File: config.mk
export PLATFORM = sky130hd
export DESIGN_NAME = stopwatch_ctrl_flat
export DESIGN_NICKNAME = d
export VERILOG_FILES = /design/src/rtl/stopwatch_ctrl_if.sv /design/src/rtl/stopwatch_ctrl.sv /design/src/flat_wrapper.sv
export SDC_FILE = /design/constraint.sdc
export NUM_CORES = 1
export LEC_CHECK = 0
export CAP_MARGIN = 40
export CORE_MARGIN = 1
export CORE_UTILIZATION = 40
export CTS_CLUSTER_DIAMETER = 60
export CTS_CLUSTER_SIZE = 25
export DETAILED_ROUTE_END_ITERATION = 10
export GPL_TIMING_DRIVEN = 1
export PLACE_DENSITY_LB_ADDON = 0.1
export REMOVE_ABC_BUFFERS = 1
export SLEW_MARGIN = 25
export SYNTH_ARGS = -nofsm -noshare
export SYNTH_HDL_FRONTEND = slang
export SYNTH_SLANG_ARGS = --single-unit
File: constraint.sdc
create_clock -name clk -period 2.7 [get_ports clk]
set_input_delay 0.675 -clock clk [delete_from_list [all_inputs] [get_ports clk]]
set_output_delay 0.675 -clock clk [all_outputs]
set_load 0.1 [all_outputs]
File: src/rtl/stopwatch_ctrl_if.sv
`timescale 1ns/1ps
// Board-side inputs and Counter-side stimulus of the stopwatch control sequencer.
// master: the sequencer; slave: the buttons/Counter side (or a bench).
interface stopwatch_ctrl_if;
    logic       btn_pause;
    logic       btn_rst;
    logic       sw_adj;
    logic       sw_sel;
    logic       ticker;
    logic       cnt_clr;
    logic       cnt_pause;
    logic       cnt_sel;
    logic       blink;
    logic [1:0] state;

    modport master (
        input  btn_pause, btn_rst, sw_adj, sw_sel,
        output ticker, cnt_clr, cnt_pause, cnt_sel, blink, state
    );

    modport slave (
        output btn_pause, btn_rst, sw_adj, sw_sel,
        input  ticker, cnt_clr, cnt_pause, cnt_sel, blink, state
    );
endinterface

File: src/rtl/stopwatch_ctrl.sv
`timescale 1ns/1ps
// Stopwatch control sequencer: debounced buttons/switches drive an IDLE/RUN/PAUSE/ADJUST FSM
// that produces tick, clear, pause, select and blink stimulus. Define STOPWATCH_CTRL_SIM_FAST_EN for short divisors.
module stopwatch_ctrl #(
    parameter int ONE_HZ_DIV = 100000000,
    parameter int ADJ_DIV    = 50000000,
    parameter int BLINK_DIV  = 25000000,
    parameter int DB_CYCLES  = 1000000
) (
    input  logic             clk,
    input  logic             reset,
    stopwatch_ctrl_if.master io
);

`ifdef STOPWATCH_CTRL_SIM_FAST_EN
    localparam int ONE_EFF   = 10;
    localparam int ADJ_EFF   = 5;
    localparam int BLINK_EFF = 4;
    localparam int DB_EFF    = 2;
`else
    localparam int ONE_EFF   = ONE_HZ_DIV;
    localparam int ADJ_EFF   = ADJ_DIV;
    localparam int BLINK_EFF = BLINK_DIV;
    localparam int DB_EFF    = DB_CYCLES;
`endif

    localparam int TICK_MAX = (ONE_EFF > ADJ_EFF) ? ONE_EFF : ADJ_EFF;
    localparam int TICK_W   = (TICK_MAX > 1) ? $clog2(TICK_MAX) : 1;
    localparam int BLINK_W  = (BLINK_EFF > 1) ? $clog2(BLINK_EFF) : 1;
    localparam int DB_W     = (DB_EFF > 1) ? $clog2(DB_EFF) : 1;

    localparam logic [DB_W-1:0]    DB_LAST    = DB_W'(DB_EFF - 1);
    localparam logic [BLINK_W-1:0] BLINK_LAST = BLINK_W'(BLINK_EFF - 1);
    localparam logic [TICK_W-1:0]  ONE_LAST   = TICK_W'(ONE_EFF - 1);
    localparam logic [TICK_W-1:0]  ADJ_LAST   = TICK_W'(ADJ_EFF - 1);

    typedef enum logic [1:0] {
        IDLE   = 2'b00,
        RUN    = 2'b01,
        PAUSE  = 2'b10,
        ADJUST = 2'b11
    } state_t;

    // Bit order for all conditioning vectors: {sw_sel, sw_adj, btn_rst, btn_pause}
    logic [3:0]      raw;
    logic [3:0]      sync_p0;
    logic [3:0]      sync_p1;
    logic [3:0]      db_q;
    logic [DB_W-1:0] db_cnt [4];
    logic [1:0]      btn_prev;

    logic pp;
    logic rp;
    logic adj_db;
    logic sel_db;

    state_t state_q;
    state_t state_nxt;
    logic   state_chg;

    logic [TICK_W-1:0]  tick_cnt;
    logic [TICK_W-1:0]  tick_last;
    logic               tick_run;
    logic               ticker_q;
    logic [BLINK_W-1:0] blink_cnt;
    logic               blink_run;
    logic               blink_q;
    logic               cnt_pause_q;
    logic               cnt_sel_q;

    assign raw = {io.sw_sel, io.sw_adj, io.btn_rst, io.btn_pause};

    // Stage boundary: 2-flop synchronizer, then a debouncer that needs DB_EFF stable mismatches.
    always_ff @(posedge clk or negedge reset) begin
        if (!reset) begin
            sync_p0  <= '0;
            sync_p1  <= '0;
            db_q     <= '0;
            btn_prev <= '0;
            for (int i = 0; i < 4; i++) begin
                db_cnt[i] <= '0;
            end
        end else begin
            sync_p0  <= raw;
            sync_p1  <= sync_p0;
            btn_prev <= db_q[1:0];
            for (int i = 0; i < 4; i++) begin
                if (sync_p1[i] == db_q[i]) begin
                    db_cnt[i] <= '0;
                end else if (db_cnt[i] == DB_LAST) begin
                    db_q[i]   <= sync_p1[i];
                    db_cnt[i] <= '0;
                end else begin
                    db_cnt[i] <= db_cnt[i] + 1'b1;
                end
            end
        end
    end

    assign pp     = db_q[0] & ~btn_prev[0];
    assign rp     = db_q[1] & ~btn_prev[1];
    assign adj_db = db_q[2];
    assign sel_db = db_q[3];

    always_ff @(posedge clk or negedge reset) begin
        if (!reset) begin
            state_q <= IDLE;
        end else begin
            state_q <= state_nxt;
        end
    end

    // A clear press outranks everything, and a pause press in the same cycle is dropped.
    always_comb begin
        state_nxt = state_q;
        if (rp) begin
            state_nxt = (state_q == ADJUST) ? ADJUST : IDLE;
        end else if (adj_db && (state_q != ADJUST)) begin
            state_nxt = ADJUST;
        end else if ((state_q == ADJUST) && !adj_db) begin
            state_nxt = PAUSE;
        end else if (pp) begin
            case (state_q)
                IDLE:    state_nxt = RUN;
                RUN:     state_nxt = PAUSE;
                PAUSE:   state_nxt = RUN;
                default: state_nxt = state_q;
            endcase
        end
    end

    assign state_chg = (state_nxt != state_q);
    assign tick_run  = (state_q == RUN) || (state_q == ADJUST);
    assign tick_last = (state_q == ADJUST) ? ADJ_LAST : ONE_LAST;
    assign blink_run = (state_q == ADJUST) && (state_nxt == ADJUST);

    // Stage boundary: tick divider restarts on every state change so a period always starts at entry.
    always_ff @(posedge clk or negedge reset) begin
        if (!reset) begin
            tick_cnt <= '0;
            ticker_q <= 1'b0;
        end else if (state_chg || rp || !tick_run) begin
            tick_cnt <= '0;
            ticker_q <= 1'b0;
        end else if (tick_cnt == tick_last) begin
            tick_cnt <= '0;
            ticker_q <= 1'b1;
        end else begin
            tick_cnt <= tick_cnt + 1'b1;
            ticker_q <= 1'b0;
        end
    end

    always_ff @(posedge clk or negedge reset) begin
        if (!reset) begin
            blink_cnt <= '0;
            blink_q   <= 1'b0;
        end else if (!blink_run) begin
            blink_cnt <= '0;
            blink_q   <= 1'b0;
        end else if (blink_cnt == BLINK_LAST) begin
            blink_cnt <= '0;
            blink_q   <= ~blink_q;
        end else begin
            blink_cnt <= blink_cnt + 1'b1;
        end
    end

    // Stage boundary: Counter level controls follow the state register by one cycle.
    always_ff @(posedge clk or negedge reset) begin
        if (!reset) begin
            cnt_pause_q <= 1'b1;
            cnt_sel_q   <= 1'b0;
        end else begin
            cnt_pause_q <= !((state_q == RUN) || (state_q == ADJUST));
            cnt_sel_q   <= (state_q == ADJUST) && sel_db;
        end
    end

    assign io.ticker    = ticker_q;
    assign io.cnt_clr   = rp;
    assign io.cnt_pause = cnt_pause_q;
    assign io.cnt_sel   = cnt_sel_q;
    assign io.blink     = blink_q;
    assign io.state     = state_q;

endmodule

File: src/flat_wrapper.sv
// flat-port wrapper written by rule: the top's interface ports become plain ports
module stopwatch_ctrl_flat 
#(
    parameter int ONE_HZ_DIV = 100000000,
    parameter int ADJ_DIV    = 50000000,
    parameter int BLINK_DIV  = 25000000,
    parameter int DB_CYCLES  = 1000000
)
  (clk, reset, io_btn_pause, io_btn_rst, io_sw_adj, io_sw_sel, io_ticker, io_cnt_clr, io_cnt_pause, io_cnt_sel, io_blink, io_state);
  stopwatch_ctrl_if io_i ();
  input  logic clk;
  input  logic reset;
  input wire logic [$bits(io_i.btn_pause)-1:0] io_btn_pause;
  input wire logic [$bits(io_i.btn_rst)-1:0] io_btn_rst;
  input wire logic [$bits(io_i.sw_adj)-1:0] io_sw_adj;
  input wire logic [$bits(io_i.sw_sel)-1:0] io_sw_sel;
  output wire logic [$bits(io_i.ticker)-1:0] io_ticker;
  output wire logic [$bits(io_i.cnt_clr)-1:0] io_cnt_clr;
  output wire logic [$bits(io_i.cnt_pause)-1:0] io_cnt_pause;
  output wire logic [$bits(io_i.cnt_sel)-1:0] io_cnt_sel;
  output wire logic [$bits(io_i.blink)-1:0] io_blink;
  output wire logic [$bits(io_i.state)-1:0] io_state;
  assign io_i.btn_pause = io_btn_pause;
  assign io_i.btn_rst = io_btn_rst;
  assign io_i.sw_adj = io_sw_adj;
  assign io_i.sw_sel = io_sw_sel;
  assign io_ticker = io_i.ticker;
  assign io_cnt_clr = io_i.cnt_clr;
  assign io_cnt_pause = io_i.cnt_pause;
  assign io_cnt_sel = io_i.cnt_sel;
  assign io_blink = io_i.blink;
  assign io_state = io_i.state;
  stopwatch_ctrl #(.ONE_HZ_DIV(ONE_HZ_DIV), .ADJ_DIV(ADJ_DIV), .BLINK_DIV(BLINK_DIV), .DB_CYCLES(DB_CYCLES)) u_core (.clk(clk), .reset(reset), .io(io_i));
endmodule
### Word-level counts from Yosys, hierarchy flattened

Cells that the tools add are included.

* register bits: 152
* input bits: 6
* output and inout bits: 7
* logic and storage cells: 88

* add/sub/neg operators: 6
* equal/unequal tests: 17
* multiplexer cells: 23
* bitwise logic cells: 9
* reduce and logical (&&, ||, !) cells: 15

Operator list (number)
* 20-bit 2-to-1 mux: 8
* 27-bit 2-to-1 mux: 3
* 20-bit by 1-bit adder with 20-bit output, second input constant: 4
* 20-bit == test, second input constant: 4
* 25-bit 2-to-1 mux: 2
* 27-bit by 1-bit adder with 27-bit output, second input constant: 1
* 27-bit == test: 1
* 25-bit by 1-bit adder with 25-bit output, second input constant: 1
* 25-bit == test, second input constant: 1
* 2-bit 2-to-1 mux: 5
* 2-bit AND reduction: 4
* 1-bit inverter: 7
* 2-bit == test, second input constant: 3
* 1-bit == test: 4
* 1-bit logical AND: 4
* 1-bit 2-to-1 mux: 4
* 2-bit != test, second input constant: 2
* 2-bit one-hot mux with 2 select lines: 1
* 1-bit logical OR: 3
* 1-bit bitwise AND: 2
* 2-bit by 1-bit == test with 1-bit output, second input constant: 1
* 1-bit logical NOT: 2
* 2-bit logical NOT: 1
* 2-bit != test: 1
* 2-bit OR reduction: 1

### Logic depth before layout (Yosys ltp)

Gate-level depths: netlist of run 1.

* word-level depth: 11
* depth in mapped cells: 7
* depth with buffers taken out: 5

### Worst setup path after synthesis of run 1

OpenSTA, ideal clock, no wires.

* path type: register to register
* start: register u_core.db_q[1]
* end: register u_core.tick_cnt[2]
* library setup time: 0.136 ns
* arrival time: 2.297 ns
* data required time: 2.564 ns
* setup slack: 0.267 ns
* cell stages (with the launch flop): 7
* path buffers: 3
* period minus slack after synthesis: 2.433 ns
* cells stage by stage: dfrtp_1 nor2b_1 clkbuf_1 a211o_1 clkbuf_1 clkbuf_1 nor3_1

* word-level cells in the longest chain between the ends: 6

RTL lines
* from (decl): line stopwatch_ctrl.sv:48 `logic [3:0] db_q;`
* from (signal, indexed assignment): line stopwatch_ctrl.sv:91 `db_q[i] <= sync_p1[i];`
* 1-bit bitwise AND (*): line stopwatch_ctrl.sv:101 `assign rp = db_q[1] & ~btn_prev[1];`
* via io_cnt_clr: line flat_wrapper.sv:18 `output wire logic [$bits(io_i.cnt_clr)-1:0] io_cnt_clr;`
* 2-bit 2-to-1 mux: line stopwatch_ctrl.sv:116 `if (rp) begin`
* 2-bit != test: line stopwatch_ctrl.sv:132 `assign state_chg = (state_nxt != state_q);`
* 1-bit logical OR (*) (2 in a row): line stopwatch_ctrl.sv:142 `end else if (state_chg || rp || !tick_run) begin`
* 27-bit 2-to-1 mux (*): line stopwatch_ctrl.sv:142
* to (signal assigned): line stopwatch_ctrl.sv:149 `tick_cnt <= tick_cnt + 1'b1;`
* to (decl): line stopwatch_ctrl.sv:61 `logic [TICK_W-1:0] tick_cnt;`

The timed path passes the listed nets; every way through them passes the cells marked *.
A chain may end at the register's enable or synchronous reset.

### Worst setup path in the final report of run 1

* start: register u_core.tick_cnt[0]
* end: register u_core.tick_cnt[22]

* word-level cells in the longest chain between the ends: 3
* elaborated cells between the ends (all ways): 4
* classes of those cells: add/sub (1); eq/ne (1); mux (2)

RTL lines
* 27-bit by 1-bit adder with 27-bit output or 27-bit == test (tied branches): line stopwatch_ctrl.sv:149, stopwatch_ctrl.sv:145
* 27-bit 2-to-1 mux (*): line stopwatch_ctrl.sv:145 `end else if (tick_cnt == tick_last) begin`
* 27-bit 2-to-1 mux (*): line stopwatch_ctrl.sv:142

Mark *: on every way between the ends. The rest lies on a longest branch, timed or not.

==> results of run 1 <==
layout by cell type (no fill, tap or decap), types with 4 or more instances in the layout:
master	Yosys	routed
o21ai_0	30	30
o31ai_1	23	23
clkbuf_16	0	17
xnor2_1	39	39
nor3_1	39	39
clkbuf_8	0	4
or4_1	31	31
or3_1	28	28
xor2_1	34	34
nand4_1	31	31
and2_1	10	10
inv_1	19	19
and3_1	14	14
dfrtp_1	151	151
clkdlybuf4s50_1	0	4
and4_1	10	10
nand3_1	46	46
nor2_1	58	58
mux2_2	4	4
buf_4	2	22
a211oi_1	23	23
clkinv_2	0	5
nand2_1	47	47
a21oi_1	31	31
nor4_1	12	12
ha_1	6	6
nor4bb_1	4	4
area by class of cell:
cell class	instances	area (sq um)	share of cell area [%]
sequential	152	3800	44.9
tap	229	287	3.38
clock buffer	24	492	5.81
clock inverter	8	70.1	0.827
multi-input combinational	549	3470	41.0
timing repair buffer	30	272	3.21
inverter	19	71.3	0.842
cells by family after synthesis:
family,count (synthesis),share of synthesized area [%]
xor+xnor,73,8.53
simple gates,348,25.8
fa+ha+maj,6,1.00
buf+inv,50,2.92
mux,4,0.601
flops,152,50.8
compound gates,118,10.4
worst max path at each step:
stage                                 to  slack, ns  depth (start not counted)
floorplan           u_core.blink_cnt[11]      -0.65                          3
global placement     u_core.tick_cnt[22]       0.52                          5
detailed placement   u_core.tick_cnt[22]       0.44                          5
CTS                  u_core.tick_cnt[22]       0.42                          5
global route         u_core.tick_cnt[22]       0.18                          5
finish               u_core.tick_cnt[22]       0.41                          5
sequential cells by signal, summed over array words and instances (netlist names):
signal	cells
u_core.db_cnt	80
u_core.tick_cnt	27
u_core.blink_cnt	25
u_core.db_q	4
u_core.sync_p0	4
u_core.sync_p1	4
u_core.btn_prev	2
u_core.io.state	2
u_core.io.blink	1
u_core.io.cnt_pause	1
u_core.io.cnt_sel	1
u_core.io.ticker	1
critical path: stages (launching register included):
cell      delay, ns
dfrtp_1        0.38
ha_1           0.19
and3_1         0.33
nand4_1        0.46
or4_1          0.61
a211oi_1       0.23
power by group:
part / leakage, nW / internal (mW) / total, mW / switching (mW)
registers: 2.09 / 2.30 / 2.32 / 0.0192
logic: 0.852 / 0.0348 / 0.113 / 0.0786
clock network: 0.276 / 1.36 / 2.25 / 0.896
total: 3.22 / 3.69 / 4.69 / 0.994
Yosys cell counts (all sizes together) (26+ instances only):
cell    instances  share of area (%)
or4            33                3.4
nor2           58                2.9
nand4          31                2.6
or3            28                2.3
nor3           40                2.7
dfrtp         151                 50
clkbuf         26                1.3
a21oi          31                2.1
nand3          47                3.2
xnor2          39                4.6
o21ai          31                2.1
nand2          47                2.4
xor2           34                4.0
per-layer routing:
layer / GRT usage [%] / vias to the layer above
met2: 26.5 / 67
met4: 6.43 / 0
met1: 22.0 / 2789
met3: 3.66 / 22
met5: 0 / -
li1: - / 2813
==> key figures, run 1 <==
Detailed routing
  – Max Used Layer: met4
  – Drt first pass iters: 5
  – Residual DRC count: 0
  – Via count: 5691
  – Vias/cell: 5.63
  – Overall routed net length: 14.9 mm
  – WL/cell: 14.7 microns
  – Routed Antenna Nets: 0
  – Metal3 WL: 425 microns
  – Met1 wire length: 7.27 mm
  – Initial DRC count: 295
  – Met2 wire len: 6.97 mm

Placement
  – # placed instances: 979
  – GPL Wtd Cong: 0.794
  – Port bufs: 12
  – Placed cell area: 7910 sq um
  – Pre-CTS setup slack: 0.438 ns
  – Detailed Place HPWL: 9.92 mm

Cells and area
  – Total Nets Final: 781
  – Filler Cell Count: 1699
  – P&R area growth vs syn: 13.0%
  – Non-Filler Instances: 1011
  – Diode count: 0
  – Final core utilization: 46.7%
  – Design Area, Final: 8470 sq um
  – Layout cell share with drive strength beyond 1: 9.34%

Run status
  – Status: completed

Setup path
  – WP data required: 3.03 ns
  – Worst reg2reg setup slack: 0.41 ns
  – WS Path Type: flop to flop
  – Crit path capture type: flop
  – Worst EP arrival: 2.62 ns
  – Reg-to-reg critical path startpoint: u_core.tick_cnt[0]
  – CP startpoint kind: flop
  – Worst reg2reg path depth: 5
  – Worst R2R End: u_core.tick_cnt[22]
  – Crit path max fanout: 13
  – CP Launch Point: u_core.tick_cnt[0]

Floorplanning
  – Initial Util: 41.3%
  – Die area: 19300 sq um
  – I/O pin cnt: 13
  – Die width: 139 microns
  – Number of core rows: 49
  – Die Ht: 139 microns
  – Core region area: 18100 sq um

Clock tree
  – Hold buffer count at cts: 0
  – CTS tree: done
  – Number of H-tree levels: 4
  – Longest Clk Path Bufs: 2
  – CTS Buf Count: 17
  – Clock Root Buffer: clkbuf_16
  – Setup Buffers After CTS: 0
  – Clock sink count: 152
  – Worst skew pair latency: 0.42 ns
  – Worst-path clk slew: 0.06 ns
  – Cts repair resizes: 0

Synth
  – Yosys warns: 0
  – Top_reg_cell synth: dfrtp_1
  – Cells after Synth: 751
  – Post-synth EDFFs: 0
  – #FFs+latches synth: 152
  – Synth Cell Area: 7500 sq um
  – Synth unique cells: 46
  – Asr flop ratio synth: 100%
  – Post-synthesis sequential area ratio: 50.8%
  – Syn Area/Cell: 9.98 sq um

Pwr
  – Pwr dens: 553 nW/um^2
  – Leak Pwr: 3.22 nW
  – Peak VDD IR: 425 uV
  – Total power: 4.69 mW

Timing
  – Relative slew slack: 47.9%
  – Min Hold Slack: 0.226 ns
  – Max Clk Rate: 437 MHz
  – RSZ-0062 raised after global routing: false
  – Fin crit share: 84.7%
  – Setup ws final: 0.414 ns
  – Fin. max-slew vios: 0
  – Fin. Hold Viols: 0
  – Setup TNS: 0 ns
  – Final Skew: 0.00762 ns
  – Actual slew at the worst max-slew pin: 0.773 ns
  – Tmin final: 2.29 ns
  – # setup viols final: 0

Global routing
  – Vias in the first global route: 5503
  – First-pass GRT wire length: 26.2 mm
  – GRT Total Usage: 16.6%
  – Global route total overflow: 0
  – Initial antenna violation count: 0
  – Largest net degree at the start of global routing: 57

Job
  – Max-cap violations: 0

Hold path
  – Hold crit path type: primary input to asynchronous set/reset pin
No activity file was read; power rests on OpenSTA's default activity.
==> inputs of run 2 (changes only) <==
- clock period: 2.7 -> 2.2 ns (I/O delays scaled with it)
==> key figures, run 2 (same netlist as run 1, synthesis figures left out) <==
Timing
  – RSZ-0062 raised after global routing: false (unchanged)
  – Fin. max-slew vios: 0 (unchanged)
  – Relative slew slack: 69.5% (was 47.9%)
  – Min Hold Slack: 0.0570 ns (was 0.226 ns)
  – Max Clk Rate: 482 MHz (was 437 MHz)
  – Actual slew at the worst max-slew pin: 0.458 ns (was 0.773 ns)
  – # setup viols final: 0 (unchanged)
  – Setup TNS: 0 ns (unchanged)
  – Setup ws final: 0.124 ns (was 0.414 ns)
  – Final Skew: 0.00777 ns (was 0.00762 ns)
  – Tmin final: 2.08 ns (was 2.29 ns)
  – Fin. Hold Viols: 0 (unchanged)
  – Fin crit share: 94.4% (was 84.7%)

Setup path
  – CP startpoint kind: flop (unchanged)
  – Slowest CP cell: or4b_1 (was or4_1)
  – WP data required: 2.55 ns (was 3.03 ns)
  – Crit path capture type: flop (unchanged)
  – Crit path max fanout: 14 (was 13)
  – CP Launch Point: u_core.tick_cnt[19] (was u_core.tick_cnt[0])
  – Worst EP arrival: 2.43 ns (was 2.62 ns)
  – Reg-to-reg critical path startpoint: u_core.tick_cnt[19] (was u_core.tick_cnt[0])
  – CP Cell Sequence: or4b_1 > a211o_1 > a2111oi_4 > buf_4 > nor2b_1 (was ha_1 > and3_1 > nand4_1 > or4_1 > a211oi_1)
  – Slowest stage delay, CP: 0.52 ns (was 0.61 ns)
  – WS Path Type: flop to flop (unchanged)

Cells and area
  – Biggest register: u_core.db_cnt (unchanged)
  – Layout cell share with drive strength beyond 1: 11.9% (was 9.34%)
  – Most frequent cells in the layout: dfrtp_1, nor2_1, nand2_1 (unchanged)
  – Design Area, Final: 8730 sq um (was 8470 sq um)
  – Total Nets Final: 797 (was 781)
  – Diode count: 0 (unchanged)
  – Max FFs per register: 80 (unchanged)
  – Largest registers: u_core.db_cnt: 80 flops, u_core.tick_cnt: 27 flops, u_core.blink_cnt: 25 flops (unchanged)
  – Most common cell after layout, fill and taps aside: dfrtp_1 (unchanged)
  – Final core utilization: 48.1% (was 46.7%)
  – Non-Filler Instances: 1027 (was 1011)
  – P&R area growth vs syn: 16.4% (was 13.0%)

Clock tree
  – CTS Buf Count: 17 (unchanged)
  – Clock Root Buffer: clkbuf_16 (unchanged)
  – Worst-path clk slew: 0.06 ns (about the same)
  – CTS tree: done (unchanged)
  – Clock sink count: 152 (unchanged)
  – Longest Clk Path Bufs: 2 (unchanged)
  – Worst skew pair latency: 0.43 ns (was 0.42 ns)
  – Hold buffer count at cts: 0 (unchanged)
  – Number of H-tree levels: 4 (unchanged)

Floorplanning
  – Die area: 19300 sq um (unchanged)
  – Die Ht: 139 microns (unchanged)
  – Number of core rows: 49 (unchanged)
  – Die width: 139 microns (unchanged)
  – Core region area: 18100 sq um (unchanged)
  – I/O pin cnt: 13 (unchanged)
  – Initial Util: 41.3% (unchanged)

Job
  – Max-cap violations: 0 (unchanged)

Placement
  – GPL Wtd Cong: 0.796 (was 0.794)
  – Detailed Place HPWL: 10.2 mm (was 9.92 mm)
  – Pre-CTS setup slack: 0.0623 ns (was 0.438 ns)
  – # placed instances: 995 (was 979)
  – Port bufs: 12 (unchanged)
  – Placed cell area: 8110 sq um (was 7910 sq um)

Global routing
  – Largest net degree at the start of global routing: 48 (was 57)
  – Initial antenna violation count: 0 (unchanged)
  – First-pass GRT wire length: 26.4 mm (was 26.2 mm)
  – Global route total overflow: 0 (unchanged)
  – Vias in the first global route: 5539 (was 5503)
  – GRT Total Usage: 16.8% (was 16.6%)

Pwr
  – Leak Pwr: 3.35 nW (was 3.22 nW)
  – Peak VDD IR: 534 uV (was 425 uV)
  – Pwr dens: 684 nW/um^2 (was 553 nW/um^2)
  – Total power: 5.97 mW (was 4.69 mW)

Detailed routing
  – WL/cell: 14.8 microns (was 14.7 microns)
  – Drt first pass iters: 4 (was 5)
  – Routed Antenna Nets: 0 (unchanged)
  – Overall routed net length: 15.2 mm (was 14.9 mm)
  – Via count: 5751 (was 5691)
  – Vias/cell: 5.60 (was 5.63)
  – Residual DRC count: 0 (unchanged)
  – Initial DRC count: 302 (was 295)

Run status
  – Status: completed (unchanged)

Hold path
  – Hold crit path type: primary input to asynchronous set/reset pin (unchanged)
## run 2: cell types whose count changed in the layout (fill, tap and decap cells not counted), sizes merged
cell	delta
buf	+16
clkbuf	-4
bufinv	+1
clkinvlp	-1
clkinv	+3
inv	+1
## run 2: worst max-delay path, delay by kind of cell, from the launching register on
kind	cells	cell delay, ns
DFF	1	0.41
and+or+nand+nor	2	0.66
AOI/OAI and AO/OA	2	0.67
buffers and inverters	1	0.25
## run 2: layer usage
layer	wire (microns)	global-route usage, %	vias to the layer above
li1	-	-	2837
met1	7410	22.2	2847
met2	7250	27.1	59
met3	438	4.66	8
met4	119	4.80	0
met5	0	0	-
## run 2: final cells by class
type	count	area [sq um]
flip-flops and latches	152	3800
clock buffers	20	467
well taps	229	287
inverters	19	71.3
repair buffers	46	472
clock inverters	12	143
fillers	1690	9420
multi-input cells	549	3480
## run 2: report_power, final
part / total, mW / switching, mW / internal (mW)
registers: 2.84 / 0.0238 / 2.82
clock network: 2.97 / 1.20 / 1.77
logic: 0.147 / 0.0978 / 0.0492
total: 5.97 / 1.32 / 4.64
## run 2: final timing paths
check,end,slack (ns),cells past startpoint
max,u_core.io.ticker,0.12,5
min,u_core.blink_cnt[22],0.06,1
max reg2reg,u_core.io.ticker,0.12,5
min reg2reg,u_core.sync_p1[0],0.35,0
max in group asynchronous,u_core.io.cnt_pause,1.53,2
min in group clk,u_core.sync_p1[0],0.35,0
## run 2: repair_timing
action | CTS | global route
endpoints found under the setup margin | 0 | 2
endpoints found under the hold margin | 0 | 0
setup buffers | 0 | 0
gates resized for setup | 0 | 3
